### config.mk
export PLATFORM = sky130hd
export DESIGN_NAME = ofmap_bit_packer_flat
export DESIGN_NICKNAME = d
export VERILOG_FILES = /design/src/rtl/ofmap_bit_packer_if.sv /design/src/rtl/ofmap_bit_packer.sv /design/src/flat_wrapper.sv
export SDC_FILE = /design/constraint.sdc
export NUM_CORES = 1
export LEC_CHECK = 0
export BUFFER_PORTS_ARGS = -buffer_cell sky130_fd_sc_hd__buf_2
export CAP_MARGIN = 25
export CORE_ASPECT_RATIO = 1.5
export CORE_MARGIN = 10
export CORE_UTILIZATION = 35
export DETAILED_ROUTE_END_ITERATION = 8
export PLACE_DENSITY_LB_ADDON = 0.3
export SETUP_SLACK_MARGIN = 0.2
export SYNTH_ARGS = -nofsm -noshare
export SYNTH_HDL_FRONTEND = slang
export SYNTH_SLANG_ARGS = --single-unit
### constraint.sdc
create_clock -name clk -period 15.31 [get_ports clk]
set_clock_uncertainty 0.15 [all_clocks]
set_input_delay 0.7655 -clock clk [delete_from_list [all_inputs] [get_ports clk]]
set_output_delay 0.7655 -clock clk [all_outputs]
set_load 0.02 [all_outputs]
### src/rtl/ofmap_bit_packer_if.sv
// Masked word-write port from the bit packer to the ofmaps BRAM.
// The packer drives it through the master modport, and the BRAM side reads it through the slave modport.
interface ofmap_bit_packer_if #(
    parameter int unsigned WADDR_WIDTH = 7,
    parameter int unsigned WORD_WIDTH  = 32
);
    logic                   bram_we;
    logic [WADDR_WIDTH-1:0] bram_addr;
    logic [WORD_WIDTH-1:0]  bram_wdata;
    logic [WORD_WIDTH-1:0]  bram_wmask;

    modport master (output bram_we, output bram_addr, output bram_wdata, output bram_wmask);
    modport slave  (input  bram_we, input  bram_addr, input  bram_wdata, input  bram_wmask);
endinterface

### src/rtl/ofmap_bit_packer.sv
// Packs binarized activation bits into masked BRAM word writes.
// It counts the bits of each layer and pulses done after the last word has been committed.
module ofmap_bit_packer #(
    parameter int unsigned OFMAPS_BRAM_ADDR_WIDTH = 12,
    parameter int unsigned WORD_WIDTH             = 32,
    parameter int unsigned BIT_SEL_WIDTH          = 5,
    parameter int unsigned CNT_WIDTH              = 16
) (
    input  logic                              clk,
    input  logic                              rst,
    input  logic                              start,
    input  logic [CNT_WIDTH-1:0]              cfg_total,
    input  logic                              i_data,
    input  logic [OFMAPS_BRAM_ADDR_WIDTH-1:0] i_addr,
    input  logic                              i_valid,
    input  logic                              flush,
    ofmap_bit_packer_if.master                bram,
    output logic                              busy,
    output logic                              done,
    output logic                              err
);
    localparam int unsigned WaddrWidth = OFMAPS_BRAM_ADDR_WIDTH - BIT_SEL_WIDTH;

    typedef enum logic [1:0] {StIdle, StRun, StFlush, StDone} state_e;

    state_e                  state_q, state_d;
    logic [CNT_WIDTH-1:0]    cnt_q, cnt_d, total_q, total_d;
    logic                    err_q, err_d, pend_q, pend_d;
    logic [WORD_WIDTH-1:0]   acc_data_q, acc_data_d, acc_mask_q, acc_mask_d;
    logic [WaddrWidth-1:0]   acc_waddr_q, acc_waddr_d;
    logic                    acc_valid_q, acc_valid_d;
    logic                    we_q, we_d;
    logic [WaddrWidth-1:0]   waddr_q, waddr_d;
    logic [WORD_WIDTH-1:0]   wdata_q, wdata_d, wmask_q, wmask_d;

    logic [WaddrWidth-1:0]    beat_word;
    logic [BIT_SEL_WIDTH-1:0] beat_bit;
    logic [WORD_WIDTH-1:0]    onehot;

    assign beat_word = i_addr[OFMAPS_BRAM_ADDR_WIDTH-1:BIT_SEL_WIDTH];
    assign beat_bit  = i_addr[BIT_SEL_WIDTH-1:0];
    assign onehot    = {{(WORD_WIDTH-1){1'b0}}, 1'b1} << beat_bit;

    always_comb begin
        state_d     = state_q;
        cnt_d       = cnt_q;
        total_d     = total_q;
        err_d       = err_q;
        pend_d      = pend_q;
        acc_data_d  = acc_data_q;
        acc_mask_d  = acc_mask_q;
        acc_waddr_d = acc_waddr_q;
        acc_valid_d = acc_valid_q;
        we_d        = 1'b0;
        waddr_d     = '0;
        wdata_d     = '0;
        wmask_d     = '0;
        if (start) begin
            // Restart from any state: the partial word is discarded, never written.
            total_d     = cfg_total;
            cnt_d       = '0;
            err_d       = 1'b0;
            pend_d      = 1'b0;
            acc_data_d  = '0;
            acc_mask_d  = '0;
            acc_waddr_d = '0;
            acc_valid_d = 1'b0;
            state_d     = (cfg_total == '0) ? StFlush : StRun;
        end else begin
            unique case (state_q)
                StIdle: ;
                StRun: begin
                    if (i_valid) begin
                        cnt_d = cnt_q + CNT_WIDTH'(1);
                        if (acc_valid_q && beat_word != acc_waddr_q) begin
                            we_d       = 1'b1;
                            waddr_d    = acc_waddr_q;
                            wdata_d    = acc_data_q;
                            wmask_d    = acc_mask_q;
                            acc_data_d = i_data ? onehot : '0;
                            acc_mask_d = onehot;
                        end else begin
                            acc_data_d = (acc_data_q & ~onehot) | (i_data ? onehot : '0);
                            acc_mask_d = acc_mask_q | onehot;
                        end
                        acc_waddr_d = beat_word;
                        acc_valid_d = 1'b1;
                        if (&acc_mask_d) begin
                            we_d        = 1'b1;
                            waddr_d     = beat_word;
                            wdata_d     = acc_data_d;
                            wmask_d     = acc_mask_d;
                            acc_data_d  = '0;
                            acc_mask_d  = '0;
                            acc_valid_d = 1'b0;
                        end
                        // A flush that collides with a beat is deferred to a beat-free cycle.
                        if (flush) pend_d = 1'b1;
                        if (cnt_d == total_q) begin
                            state_d = StFlush;
                            pend_d  = 1'b0;
                        end
                    end else if (flush || pend_q) begin
                        pend_d = 1'b0;
                        if (acc_valid_q) begin
                            we_d        = 1'b1;
                            waddr_d     = acc_waddr_q;
                            wdata_d     = acc_data_q;
                            wmask_d     = acc_mask_q;
                            acc_data_d  = '0;
                            acc_mask_d  = '0;
                            acc_valid_d = 1'b0;
                        end
                    end
                end
                StFlush: begin
                    if (acc_valid_q) begin
                        we_d        = 1'b1;
                        waddr_d     = acc_waddr_q;
                        wdata_d     = acc_data_q;
                        wmask_d     = acc_mask_q;
                        acc_data_d  = '0;
                        acc_mask_d  = '0;
                        acc_valid_d = 1'b0;
                    end
                    state_d = StDone;
                end
                StDone:  state_d = StIdle;
                default: state_d = StIdle;
            endcase
            if (i_valid && state_q != StRun) err_d = 1'b1;
        end
    end

    always_ff @(posedge clk or posedge rst) begin
        if (rst) begin
            state_q     <= StIdle;
            cnt_q       <= '0;
            total_q     <= '0;
            err_q       <= 1'b0;
            pend_q      <= 1'b0;
            acc_data_q  <= '0;
            acc_mask_q  <= '0;
            acc_waddr_q <= '0;
            acc_valid_q <= 1'b0;
            we_q        <= 1'b0;
            waddr_q     <= '0;
            wdata_q     <= '0;
            wmask_q     <= '0;
        end else begin
            state_q     <= state_d;
            cnt_q       <= cnt_d;
            total_q     <= total_d;
            err_q       <= err_d;
            pend_q      <= pend_d;
            acc_data_q  <= acc_data_d;
            acc_mask_q  <= acc_mask_d;
            acc_waddr_q <= acc_waddr_d;
            acc_valid_q <= acc_valid_d;
            we_q        <= we_d;
            waddr_q     <= waddr_d;
            wdata_q     <= wdata_d;
            wmask_q     <= wmask_d;
        end
    end

    assign bram.bram_we    = we_q;
    assign bram.bram_addr  = waddr_q;
    assign bram.bram_wdata = wdata_q;
    assign bram.bram_wmask = wmask_q;
    assign busy            = (state_q != StIdle);
    assign done            = (state_q == StDone);
    assign err             = err_q;
endmodule

### src/flat_wrapper.sv
// flat-port wrapper written by rule: the top's interface ports become plain ports
module ofmap_bit_packer_flat 
#(
    parameter int unsigned OFMAPS_BRAM_ADDR_WIDTH = 12,
    parameter int unsigned WORD_WIDTH             = 32,
    parameter int unsigned BIT_SEL_WIDTH          = 5,
    parameter int unsigned CNT_WIDTH              = 16
)
  (clk, rst, start, cfg_total, i_data, i_addr, i_valid, flush, busy, done, err, bram_bram_we, bram_bram_addr, bram_bram_wdata, bram_bram_wmask);
  ofmap_bit_packer_if #(.WADDR_WIDTH((12) - (5)), .WORD_WIDTH(WORD_WIDTH)) bram_i ();
  input  logic clk;
  input  logic rst;
  input  logic start;
  input  logic [CNT_WIDTH-1:0] cfg_total;
  input  logic i_data;
  input  logic [OFMAPS_BRAM_ADDR_WIDTH-1:0] i_addr;
  input  logic i_valid;
  input  logic flush;
  output logic busy;
  output logic done;
  output logic err;
  output wire logic [$bits(bram_i.bram_we)-1:0] bram_bram_we;
  output wire logic [$bits(bram_i.bram_addr)-1:0] bram_bram_addr;
  output wire logic [$bits(bram_i.bram_wdata)-1:0] bram_bram_wdata;
  output wire logic [$bits(bram_i.bram_wmask)-1:0] bram_bram_wmask;
  assign bram_bram_we = bram_i.bram_we;
  assign bram_bram_addr = bram_i.bram_addr;
  assign bram_bram_wdata = bram_i.bram_wdata;
  assign bram_bram_wmask = bram_i.bram_wmask;
  ofmap_bit_packer #(.OFMAPS_BRAM_ADDR_WIDTH(OFMAPS_BRAM_ADDR_WIDTH), .WORD_WIDTH(WORD_WIDTH), .BIT_SEL_WIDTH(BIT_SEL_WIDTH), .CNT_WIDTH(CNT_WIDTH)) u_core (.clk(clk), .rst(rst), .start(start), .cfg_total(cfg_total), .i_data(i_data), .i_addr(i_addr), .i_valid(i_valid), .flush(flush), .bram(bram_i), .busy(busy), .done(done), .err(err));
endmodule
# Yosys cells after proc, flatten, opt, wreduce, memory -nomap -nowiden
# Cells that the tools add are included.
[totals]
wordCells = 114
reg_bits = 180
out_inout_bits = 75
[classes]
n_eq_ne = 10
n_bitwise = 4
n_reduce_logical = 16
n_addsub = 1
mux = 69
shifts = 1
[op_table]
columns = ["op", "n"]
rows = [
  ["$mux 32", 28],
  ["$pmux 32 s2", 4],
  ["$or 32x32->32", 2],
  ["$mux 7", 9],
  ["$mux 16", 3],
  ["$and 32x32->32", 1],
  ["$not 32->32", 1],
  ["$reduce_and 32->1", 1],
  ["$shl 1x5->32 const A", 1],
  ["$mux 1", 17],
  ["$add 16x1->16 const B", 1],
  ["$eq 16x16->1", 1],
  ["$logic_not 16->1", 1],
  ["$pmux 7 s2", 1],
  ["$mux 2", 4],
  ["$reduce_bool 2->1", 4],
  ["$ne 7x7->1", 1],
  ["$pmux 2 s3", 1],
  ["$reduce_and 3->1", 2],
  ["$reduce_bool 3->1", 2],
  ["$eq 2x2->1 const B", 2],
  ["$ne 4x2->1 const B", 1],
  ["$ne 4x3->1 const B", 1],
  ["$pmux 1 s2", 2],
  ["8 further kinds", 10],
]

# Depth between registers and ports, before layout
# Gate-level depths: netlist of run 1.
[logic_depth]
depth_word = 11
depth_mapped = 12
depth_no_buf = 9

# Worst setup path before layout of run 1
# OpenSTA, ideal clock, no wires.
[synth_timing]
path_type = "input -> register"
startpoint = "in i_addr[2]"
endpoint = "reg u_core.acc_mask_q[0]"
required_time_ns = 15.039
stages = 10
setup_ns = 0.121
path_slack_ns = 12.016
arrival_time_ns = 3.023
path_cell_list = "or3b_1 > buf_2 > nor2_4 > o22ai_1 > or3_1 > or4_4 > and2_1 > buf_6 > buf_6 > a22o_1"
[synth_between]
elab_chain_len = 11
[synth_lines]
columns = ["element", "line", "text"]
rows = [
  ["start, declared", "flat_wrapper.sv:16", "input logic [OFMAPS_BRAM_ADDR_WIDTH-1:0] i_addr;"],
  ["$shl 1x5->32 (*)", "ofmap_bit_packer.sv:42", "assign onehot = {{(WORD_WIDTH-1){1'b0}}, 1'b1} << beat_bit;"],
  ["$or 32x32->32", "ofmap_bit_packer.sv:84", "acc_mask_d = acc_mask_q | onehot;"],
  ["$mux 32 (*)", "ofmap_bit_packer.sv:75", "if (acc_valid_q && beat_word != acc_waddr_q) begin"],
  ["$mux 32 (*)", "ofmap_bit_packer.sv:73", "if (i_valid) begin"],
  ["$mux 32 (*)", "ofmap_bit_packer.sv:70", "unique case (state_q)"],
  ["$mux 32 (*)", "ofmap_bit_packer.sv:58", "if (start) begin"],
  ["$reduce_and 32->1", "ofmap_bit_packer.sv:88", "if (&acc_mask_d) begin"],
  ["$mux 32 (*)", "ofmap_bit_packer.sv:88", ""],
  ["$mux 32 (*)", "ofmap_bit_packer.sv:73", ""],
  ["$pmux 32 s2 (*)", "ofmap_bit_packer.sv:70", ""],
  ["$mux 32 (*)", "ofmap_bit_packer.sv:58", ""],
  ["end signal, assigned", "ofmap_bit_packer.sv:157", "acc_mask_q <= acc_mask_d;"],
  ["end, declared", "ofmap_bit_packer.sv:29", "logic [WORD_WIDTH-1:0] acc_data_q, acc_data_d, acc_mask_q, acc_mask_d;"],
]
# Mark *: on every way between the ends. The rest lies on a longest branch, timed or not. The select of a mux whose other input is x is not followed.
# A chain may end at the register's enable or synchronous reset.

# Worst setup path in the final report of run 1
[layout_timing]
startpoint = "in i_addr[8]"
endpoint = "reg u_core.acc_mask_q[13]"
[layout_between]
elab_chain_len = 11
[layout_lines]
columns = ["element", "line"]
rows = [
  ["$ne 7x7->1 (*)", "ofmap_bit_packer.sv:75"],
  ["$logic_and 1x1->1 (*)", "ofmap_bit_packer.sv:75"],
  ["$mux 32 (*)", "ofmap_bit_packer.sv:75"],
  ["$mux 32 (*)", "ofmap_bit_packer.sv:73"],
  ["$mux 32 (*)", "ofmap_bit_packer.sv:70"],
  ["$mux 32 (*)", "ofmap_bit_packer.sv:58"],
  ["$reduce_and 32->1", "ofmap_bit_packer.sv:88"],
  ["$mux 32 (*)", "ofmap_bit_packer.sv:88"],
  ["$mux 32 (*)", "ofmap_bit_packer.sv:73"],
  ["$pmux 32 s2 (*)", "ofmap_bit_packer.sv:70"],
  ["$mux 32 (*)", "ofmap_bit_packer.sv:58"],
]
# Marks and branches as above.

==> flow_metrics.tcl, run 1 <==
set metrics [dict create \
    post_cts_buffers 0 \
    clk_pin_slew_worst_paths_ns 0.07 \
    synth_edf_count 0 \
    slew_viol_final 0 \
    syn_area_um2 8760 \
    min_period_ns 4.11 \
    cts_hold_buffers 0 \
    slew_headroom 0.332 \
    clock_path_buffers 2 \
    cp.arrival_ns 4.28 \
    initial_core_util 0.357 \
    synth_top_area_frac 0.514 \
    status "finished, final reports clean" \
    hold_path_class "primary input to async pin" \
    synth_top_area_cell "dfrtp_1" \
    port_buffers 108 \
    grt_first_pass_wirelength_mm 40.9 \
    cts-root-buf "clkbuf_16" \
    wirelength_mm 26.1 \
    total_power_w 0.00106 \
    worst_pin_slew_ns 0.993 \
    grt_max_degree 68 \
    drtPass1Iterations 5 \
    postRouteAntennaNets 0 \
    vdd_drop_max_mv 0.0758 \
    finalCritPeriodShare 0.269 \
    setup_ws_ns 11.20 \
    cp-start-kind "primary input" \
    clock_latency_ns 0.44 \
    area_growth_pct 16.3 \
    syn_nets 936 \
    yosysWarningCount 0 \
    cp.required_ns 15.48 \
    wl_per_cell_um 20.0 \
    synthTopCellsByCount "dfrtp_1 (180), nand2_1 (132), a32oi_1 (64), nor2_1 (60), clkbuf_1 (55)" \
    cts_sinks 180 \
    die_area_um2 31900 \
    die_x_um 149 \
    critPathCaptureType "flip-flop" \
    num_rows 70 \
    grtUsageTotal 0.163 \
    critPathMaxFanout 49 \
    initialDrtViolationCount 664 \
    fin_tns_setup_ns 0 \
    p_leak_nw 4.76 \
    io_pins 109 \
    synthCells 896 \
    synthArstFlopShare 1.00 \
    synth_flop_cell "dfrtp_1" \
    fmax_mhz 243 \
    cts_tree "done" \
    ys_seq_area_frac 0.514 \
    coreArea_um2 24500 \
    pre_cts_ws_ns 10.64 \
    die_h_um 214 \
    power.density_nw_per_um2 104 \
    place.gp.congestion 0.923 \
    cts_resized 0 \
    yosysMostFrequentCell "dfrtp_1" \
    hold_viol 0 \
    vias_per_cell 5.69 \
    nNetsFinal 1007 \
    cts_made_buffers 17 \
    finalSetupViolCount 0 \
    place_hpwl_mm 18.3 \
    vias 7419 \
    syn_area_per_cell_um2 9.78 \
    ys_ff_latch 180 \
    drive_gt1_frac 0.185 \
    rsz0062_at_grt "false" \
    final_cells 1305 \
    drc_errors 0 \
    synth_cell_types 60 \
    crit_type "primary input to flip-flop" \
    placedCellCount 1271 \
    grt_overflow 0 \
    antenna_found_initial 1 \
    yosys-top-cells-area "dfrtp_1 (51%), a32oi_1 (6.4%), nand2_1 (5.7%)" \
    max_cap_viol_count 0 \
    ctsHtreeMaxLevel 4 \
    grt_pass1_vias 7253 \
]
==> metal layers <==
| metal | up-vias | global-route usage | share of wire |
|---|---|---|---|
| li1 | 3421 | - | - |
| met3 | 46 | 0.0323 | 0.057 |
| met1 | 3690 | 0.189 | 0.39 |
| met5 | - | 0 | 0 |
| met4 | 0 | 0.0618 | 0.027 |
| met2 | 262 | 0.289 | 0.52 |
==> path summary, 6_finish.rpt <==
path | slack, ns | cells after the start | to | start
min in group clk | 0.36 | 2 | u_core.bram.bram_wdata[21] | u_core.acc_data_q[21]
setup reg to reg | 11.21 | 8 | u_core.acc_mask_q[13] | u_core.acc_waddr_q[3]
hold reg to reg | 0.36 | 2 | u_core.bram.bram_wdata[21] | u_core.acc_data_q[21]
max in group asynchronous | 13.03 | 5 | u_core.bram.bram_wdata[17] | rst
setup / recovery | 11.20 | 9 | u_core.acc_mask_q[13] | i_addr[8]
hold / removal | 0.16 | 2 | u_core.acc_waddr_q[6] | rst
==> power by group <==
part / total, W / switching, W / leakage (nW) / internal (W)
Sequential: 0.000496 / 0.0000110 / 2.47 / 0.000485
Combinational: 0.000115 / 0.0000795 / 2.02 / 0.0000352
Clock: 0.000451 / 0.000193 / 0.268 / 0.000258
Total: 0.00106 / 0.000283 / 4.76 / 0.000778
==> flip-flops by register name, summed over array words and instances, names as in the netlist <==
register / flops
u_core.bram.bram_addr: 7
u_core.cnt_q: 16
u_core.acc_waddr_q: 7
u_core.bram.bram_we: 1
u_core.pend_q: 1
u_core.acc_data_q: 32
u_core.total_q: 16
u_core.bram.bram_wdata: 32
u_core.state_q: 2
u_core.acc_valid_q: 1
u_core.bram.bram_wmask: 32
u_core.err: 1
u_core.acc_mask_q: 32
==> critical path, cell delays in order <==
cell and delay, ns:
buf_2 0.11, xor2_1 0.14, nor4_1 0.85, a31o_2 0.31, o2111ai_1 0.18, or4_4 0.84
and2_1 0.48, buf_4 0.32, a22o_1 0.27
==> metrics by stage <==
step                 util  hold slack, ns  instance area, µm²
floorplan               -           0.312                8760
global placement    0.388           0.335                9510
detailed placement  0.390           0.345                9570
CTS                 0.415           0.167               10200
global route        0.415           0.183               10200
finish              0.415           0.163               10200
==> logic make-up after synthesis <==
kind of cell	Yosys count	share of synthesized area
mux	17	0.0219
flops	180	0.514
buf+inv	82	0.0407
compound gates	241	0.194
xor+xnor	32	0.0320
simple gates	338	0.188
fa+ha+maj	6	0.00857
==> cell type report <==
cell class                      count  area (µm²)
Tap cell                          324         405
Antenna cell                        1        2.50
Clock buffer                       18         429
Multi-Input combinational cell    634        3930
Sequential cell                   180        4500
Inverter                           12        50.0
Fill cell                        2436       14300
Clock inverter                     14         176
Timing Repair Buffer              122         693
==> cells in the final DEF (no fill, tap or decap), drive strengths merged, types with 7 or more instances in the layout <==
cell,synthesis,layout
nor2,61,61
nor3,14,14
and2,7,7
buf,15,122
nand2,132,132
nor4,17,17
nand4,13,13
xor2,18,18
mux2,17,17
inv,12,15
or3,8,8
clkbuf,55,18
o21ai,57,57
a21oi,45,45
a32oi,64,64
a22o,39,39
clkinvlp,0,8
dfrtp,180,180
nor2b,21,21
xnor2,14,14
nand3,36,36
(Power assumes the default switching activity.)
==> inputs of run 2 (changes only) <==
==> constraint.sdc (replaced) <==
create_clock -name clk -period 4.2 [get_ports clk]
set_clock_uncertainty 0.15 [all_clocks]
set_input_delay 0.21 -clock clk [delete_from_list [all_inputs] [get_ports clk]]
set_output_delay 0.21 -clock clk [all_outputs]
set_load 0.02 [all_outputs]
==> flow_metrics.tcl, run 2 (same netlist as run 1, synthesis figures left out) <==
set metrics [dict create \
    status "finished, final reports clean" \
    wirelength_mm 27.0 \
    cts_made_buffers 17 \
    slew_viol_final 0 \
    cp.required_ns 4.42 \
    p_comb_frac 0.116 \
    post-route-util 0.430 \
    grt_first_pass_wirelength_mm 42.7 \
    port_buffers 108 \
    max_cap_viol_count 0 \
    pwr-share-seq 0.465 \
    p_clk_frac 0.418 \
    grt_overflow 0 \
    hold_depth 4 \
    vdd_drop_max_mv 0.271 \
    cp-start-kind "primary input" \
    pre_cts_ws_ns 0.707 \
    initial_core_util 0.357 \
    cts-root-buf "clkbuf_16" \
    slew_headroom 0.437 \
    clock_path_buffers 2 \
    r2r.worst_path.cells 9 \
    power.density_nw_per_um2 369 \
    grtUsageTotal 0.171 \
    nFillCells 2393 \
    use_met1 0.195 \
    min_period_ns 3.37 \
    cts_tree "done" \
    antenna_cells 0 \
    ctsHtreeMaxLevel 4 \
    multi_input_area_um2 3930 \
    antenna_found_initial 0 \
    register_area_um2 4500 \
    p_leak_nw 4.94 \
    drtPass1Iterations 5 \
    coreArea_um2 24500 \
    hold_viol 0 \
    num_rows 70 \
    postRouteAntennaNets 0 \
    vias_per_cell 5.68 \
    finalSetupViolCount 0 \
    cts_sinks 180 \
    switchingPower_w 0.00102 \
    die_area_um2 31900 \
    p_int_w 0.00287 \
    fmax_mhz 296 \
    fin_tns_setup_ns 0 \
    hold_path_class "primary input to flip-flop" \
    critPathMaxFanout 45 \
    area_growth_pct 20.3 \
    critPathCaptureType "flip-flop" \
    cp.arrival_ns 3.59 \
    rsz0062_at_grt "false" \
    layout_commonest_cell "dfrtp_1" \
    die_h_um 214 \
    place_hpwl_mm 19.0 \
    die_x_um 149 \
    drc_errors 0 \
    top_usage_layer "met2" \
    use_met3 0.0344 \
    nNetsFinal 1047 \
    cts_resized 0 \
    clock_latency_ns 0.44 \
    sw_frac_of_total 0.261 \
    grt_max_degree 91 \
    grtUsageMet2 0.300 \
    worst_pin_slew_ns 0.837 \
    finalCritPeriodShare 0.803 \
    wl_per_cell_um 20.1 \
    drive_gt1_frac 0.190 \
    layout_common_cells "dfrtp_1 (180), nand2_1 (132), buf_2 (108)" \
    clk_pin_slew_worst_paths_ns 0.07 \
    initialDrtViolationCount 521 \
    crit_type "primary input to flip-flop" \
    io_pins 109 \
    place.gp.congestion 0.991 \
    setup_ws_ns 0.827 \
    vias 7628 \
    grt_pass1_vias 7566 \
]
run 2: final cells by class:
class / count / share of cell area
clock buffer: 19 / 0.0420
inverter: 12 / 0.00463
clock inverter: 11 / 0.0142
tap: 324 / 0.0385
multi-input combinational: 634 / 0.373
sequential: 180 / 0.427
timing repair buffer: 162 / 0.101
run 2: worst paths after layout:
path / from / endpoint / slack, ns
worst max-delay path: i_addr[8] / u_core.bram.bram_addr[2] / 0.83
worst min-delay path: start / u_core.pend_q / 0.16
worst max register to register: u_core.acc_waddr_q[3] / u_core.bram.bram_addr[2] / 0.86
worst min register to register: u_core.acc_data_q[22] / u_core.bram.bram_wdata[22] / 0.36
max in group asynchronous: rst / u_core.acc_data_q[19] / 2.81
min in group asynchronous: rst / u_core.bram.bram_wdata[8] / 0.19
run 2: critical path: stages:
cell and delay (ns):
dlygate4sd3_1 0.54, buf_2 0.14, xor2_1 0.14, nor4_1 0.46, buf_4 0.22, a31o_2 0.19, o2111ai_1 0.21, or4_4 0.59
buf_4 0.33, nor3_4 0.37, a22o_1 0.18
run 2: power by group through the flow:
stage | clock [W] | combinational (W) | sequential (W)
6_report | 0.00163 | 0.000453 | 0.00181
5_1_grt | 0.00174 | 0.000500 | 0.00181
4_1_cts | 0.00167 | 0.000455 | 0.00181
3_5_place_dp | 0 | 0.000435 | 0.00184
3_3_place_gp | 0 | 0.000431 | 0.00184
2_1_floorplan | 0 | 0.000282 | 0.00183
run 2: what timing repair did:
item | 4_1_cts | 5_1_grt
setup buffers | 0 | 0
hold buffers | 26 | 0
endpoints found under the hold margin | 50 | 0
run 2: metal layers:
layer	wire length [µm]	part of all wire	vias to the layer above
met1	10500	0.39	3785
met5	0	0	-
li1	-	-	3493
met3	1460	0.054	48
met4	1010	0.037	0
met2	14000	0.52	302
run 2: per-stage QoR:
step           hold slack [ns]  cell area [µm²]  power, W  instances
3_5_place_dp             0.103             9690   0.00228       1286
4_1_cts                  0.153            10500   0.00394       1342
5_1_grt                  0.178            10500   0.00405       1342
3_3_place_gp             0.100             9690   0.00227       1286
2_1_floorplan            0.191             8760   0.00211        896
6_report                 0.157            10500   0.00389       1342
==> inputs of run 3 (changes only) <==
--- a/config.mk
+++ b/config.mk
@@ -5,6 +5,7 @@
 export SDC_FILE = /design/constraint.sdc
 export NUM_CORES = 1
 export LEC_CHECK = 0
+export ABC_AREA = 1
 export BUFFER_PORTS_ARGS = -buffer_cell sky130_fd_sc_hd__buf_2
 export CAP_MARGIN = 25
 export CORE_ASPECT_RATIO = 1.5
==> constraint.sdc (replaced) <==
create_clock -name clk -period 3.45 [get_ports clk]
set_clock_uncertainty 0.15 [all_clocks]
set_input_delay 0.1725 -clock clk [delete_from_list [all_inputs] [get_ports clk]]
set_output_delay 0.1725 -clock clk [all_outputs]
set_load 0.02 [all_outputs]
==> flow_metrics.tcl, run 3 <==
set metrics [dict create \
    p_leak_nw 5.31 \
    ys_seq_area_frac 0.446 \
    cp.required_ns 3.63 \
    ys_ff_latch 180 \
    cts-root-buf "clkbuf_16" \
    synth_edf_count 0 \
    yosys.area_share.adder 0.00744 \
    setup_ws_ns 0.436 \
    port_buffers 108 \
    grt_overflow 0 \
    grt_first_pass_wirelength_mm 53.3 \
    nFillCells 2953 \
    hold_path_class "primary input to flip-flop" \
    multi_input_area_um2 4680 \
    synth_xor_area_frac 0.0187 \
    switchingPower_w 0.00239 \
    p_int_w 0.00367 \
    syn_nets 1456 \
    vias 9933 \
    grt_pass1_vias 9800 \
    hold_slack_ns 0.0376 \
    clk_pin_slew_worst_paths_ns 0.08 \
    syn_area_um2 10100 \
    ctsHtreeMaxLevel 4 \
    critPathMaxFanout 50 \
    yosysMostFrequentCell "nand2_1" \
    yosys-top-cells-area "dfrtp_1 (45%), nand2_1 (15%), a21oi_1 (7.2%)" \
    synth_top_family_by_area "simple AND/OR/NAND/NOR gates" \
    fmax_mhz 332 \
    antenna_found_initial 2 \
    register_area_um2 4500 \
    drive_gt1_frac 0.120 \
    crit_type "flip-flop to flip-flop" \
    slew_headroom 0.470 \
    die_h_um 228 \
    synth_cell_types 33 \
    yosys.area_share.simple 0.248 \
    place_hpwl_mm 22.9 \
    fin_tns_setup_ns 0 \
    finalCritPeriodShare 0.874 \
    status "finished, final reports clean" \
    coreArea_um2 28600 \
    cp.arrival_ns 3.19 \
    critPathCaptureType "flip-flop" \
    hold_viol 0 \
    cts_sinks 180 \
    grtUsageTotal 0.187 \
    min_period_ns 3.01 \
    clock_path_buffers 2 \
    initialDrtViolationCount 818 \
    wirelength_mm 34.1 \
    synthArstFlopShare 1.00 \
    finalSetupViolCount 0 \
    slew_viol_final 0 \
    drtPass1Iterations 7 \
    syn_area_per_cell_um2 7.13 \
    synthCells 1416 \
    synth_flop_cell "dfrtp_1" \
    cts_made_buffers 17 \
    place.gp.congestion 0.926 \
    io_pins 109 \
    synth_top_area_frac 0.446 \
    cp-start-kind "flip-flop" \
    synth_compound_area_frac 0.188 \
    die_x_um 159 \
    pwr-share-seq 0.385 \
    synthTopCellsByCount "nand2_1 (400), dfrtp_1 (180), a21oi_1 (146), inv_1 (146), o21ai_0 (139)" \
    area_growth_pct 18.1 \
    die_area_um2 36200 \
    total_power_w 0.00606 \
    yosysWarningCount 0 \
    wl_per_cell_um 17.8 \
    vias_per_cell 5.18 \
    power.density_nw_per_um2 508 \
    layout_commonest_cell "nand2_1" \
    drc_errors 0 \
    p_clk_frac 0.321 \
    pre_cts_ws_ns 0.468 \
    p_comb_frac 0.294 \
    worst_pin_slew_ns 0.795 \
    num_rows 76 \
    cts_tree "done" \
    antenna_cells 0 \
    max_cap_viol_count 0 \
    initial_core_util 0.353 \
    layout_common_cells "nand2_1 (398), dfrtp_1 (180), a21oi_1 (146)" \
    sw_frac_of_total 0.394 \
    postRouteAntennaNets 0 \
    nNetsFinal 1556 \
    vdd_drop_max_mv 0.404 \
    clock_latency_ns 0.46 \
    grt_max_degree 102 \
    synth_top_area_cell "dfrtp_1" \
    rsz0062_at_grt "false" \
    synth.mux.area_fraction 0 \
]
-- run 3: changes by cell type after synthesis, sizes merged, moves of 21 or more --
| cell | previous run | this run |
|---|---|---|
| nor2b | 21 | 0 |
| a21oi | 45 | 146 |
| o22ai | 5 | 37 |
| nand2 | 132 | 400 |
| nand3 | 36 | 75 |
| a22o | 39 | 0 |
| inv | 12 | 150 |
| a32oi | 64 | 0 |
| o21ai | 57 | 139 |
| nor2 | 61 | 112 |
-- run 3: power groups by stage --
stage | registers [W] | clock network, W | logic, W
2_1_floorplan | 0.00241 | 0 | 0.00107
3_3_place_gp | 0.00237 | 0 | 0.00171
3_5_place_dp | 0.00237 | 0 | 0.00174
4_1_cts | 0.00233 | 0.00199 | 0.00176
5_1_grt | 0.00235 | 0.00207 | 0.00195
6_report | 0.00233 | 0.00195 | 0.00178
-- run 3: layout make-up --
class                           instances  area share
Timing Repair Buffer                  165      0.0928
Tap cell                              390      0.0409
Sequential cell                       180       0.378
Clock inverter                         14      0.0110
Multi-Input combinational cell       1002       0.393
Clock buffer                           18      0.0368
Inverter                              150      0.0479
-- run 3: kinds of logic (layout without fill, tap and decap cells) --
kind of cell,after synthesis,in the layout
and+or+nand+nor,622,622
buffers and inverters,234,347
xor gates and xnor gates,20,20
DFF,180,180
adders and majority gates,6,6
AOI/OAI and AO/OA,354,354
-- run 3: stage by stage --
step / utilization / cell area (µm²) / std cells
CTS: 0.415 / 11900 / 1915
global route: 0.416 / 11900 / 1919
detailed placement: 0.387 / 11100 / 1858
floorplan: - / 10100 / 1416
finish: 0.416 / 11900 / 1919
global placement: 0.386 / 11000 / 1857
-- run 3: worst paths after layout --
| path | from | end | slack, ns | cells past startpoint |
|---|---|---|---|---|
| setup / recovery | u_core.acc_waddr_q[4] | u_core.bram.bram_wdata[4] | 0.44 | 19 |
| hold / removal | start | u_core.total_q[3] | 0.04 | 3 |
| setup reg to reg | u_core.acc_waddr_q[4] | u_core.bram.bram_wdata[4] | 0.44 | 19 |
| hold reg to reg | u_core.total_q[10] | u_core.total_q[10] | 0.35 | 2 |
| max in group asynchronous | rst | u_core.bram.bram_addr[2] | 1.95 | 4 |
| min in group asynchronous | rst | u_core.total_q[2] | 0.22 | 3 |
-- run 3: routing by layer --
metal	global-route usage	wire length, µm	up-vias
met5	0	14	-
met4	0.106	1770	4
met3	0.0354	1680	85
met2	0.317	17100	306
met1	0.214	13600	4756
li1	-	-	4782
-- run 3: repair_timing --
item / 4_1_cts / 5_1_grt
setup endpoints to repair: 0 / 22
resized for setup: 0 / 1
setup buffers: 0 / 4
hold buffers: 25 / 0
endpoints found under the hold margin: 51 / 0
-- run 3: critical path, cell delays in order (launching register included) --
cell and delay [ns]:
dfrtp_1 0.40, inv_1 0.10, nand2_1 0.06, nand2_1 0.05, nand2_1 0.05, nor2_1 0.12, nand2_1 0.10, nand2_2 0.12
buf_12 0.24, nand2_1 0.08, nand2_1 0.09, nand2_1 0.06, nor2_1 0.17, nand2_1 0.09, nor2_1 0.15, buf_4 0.30
nand3_1 0.12, nand3_1 0.08, nand2_1 0.06, a21oi_1 0.28
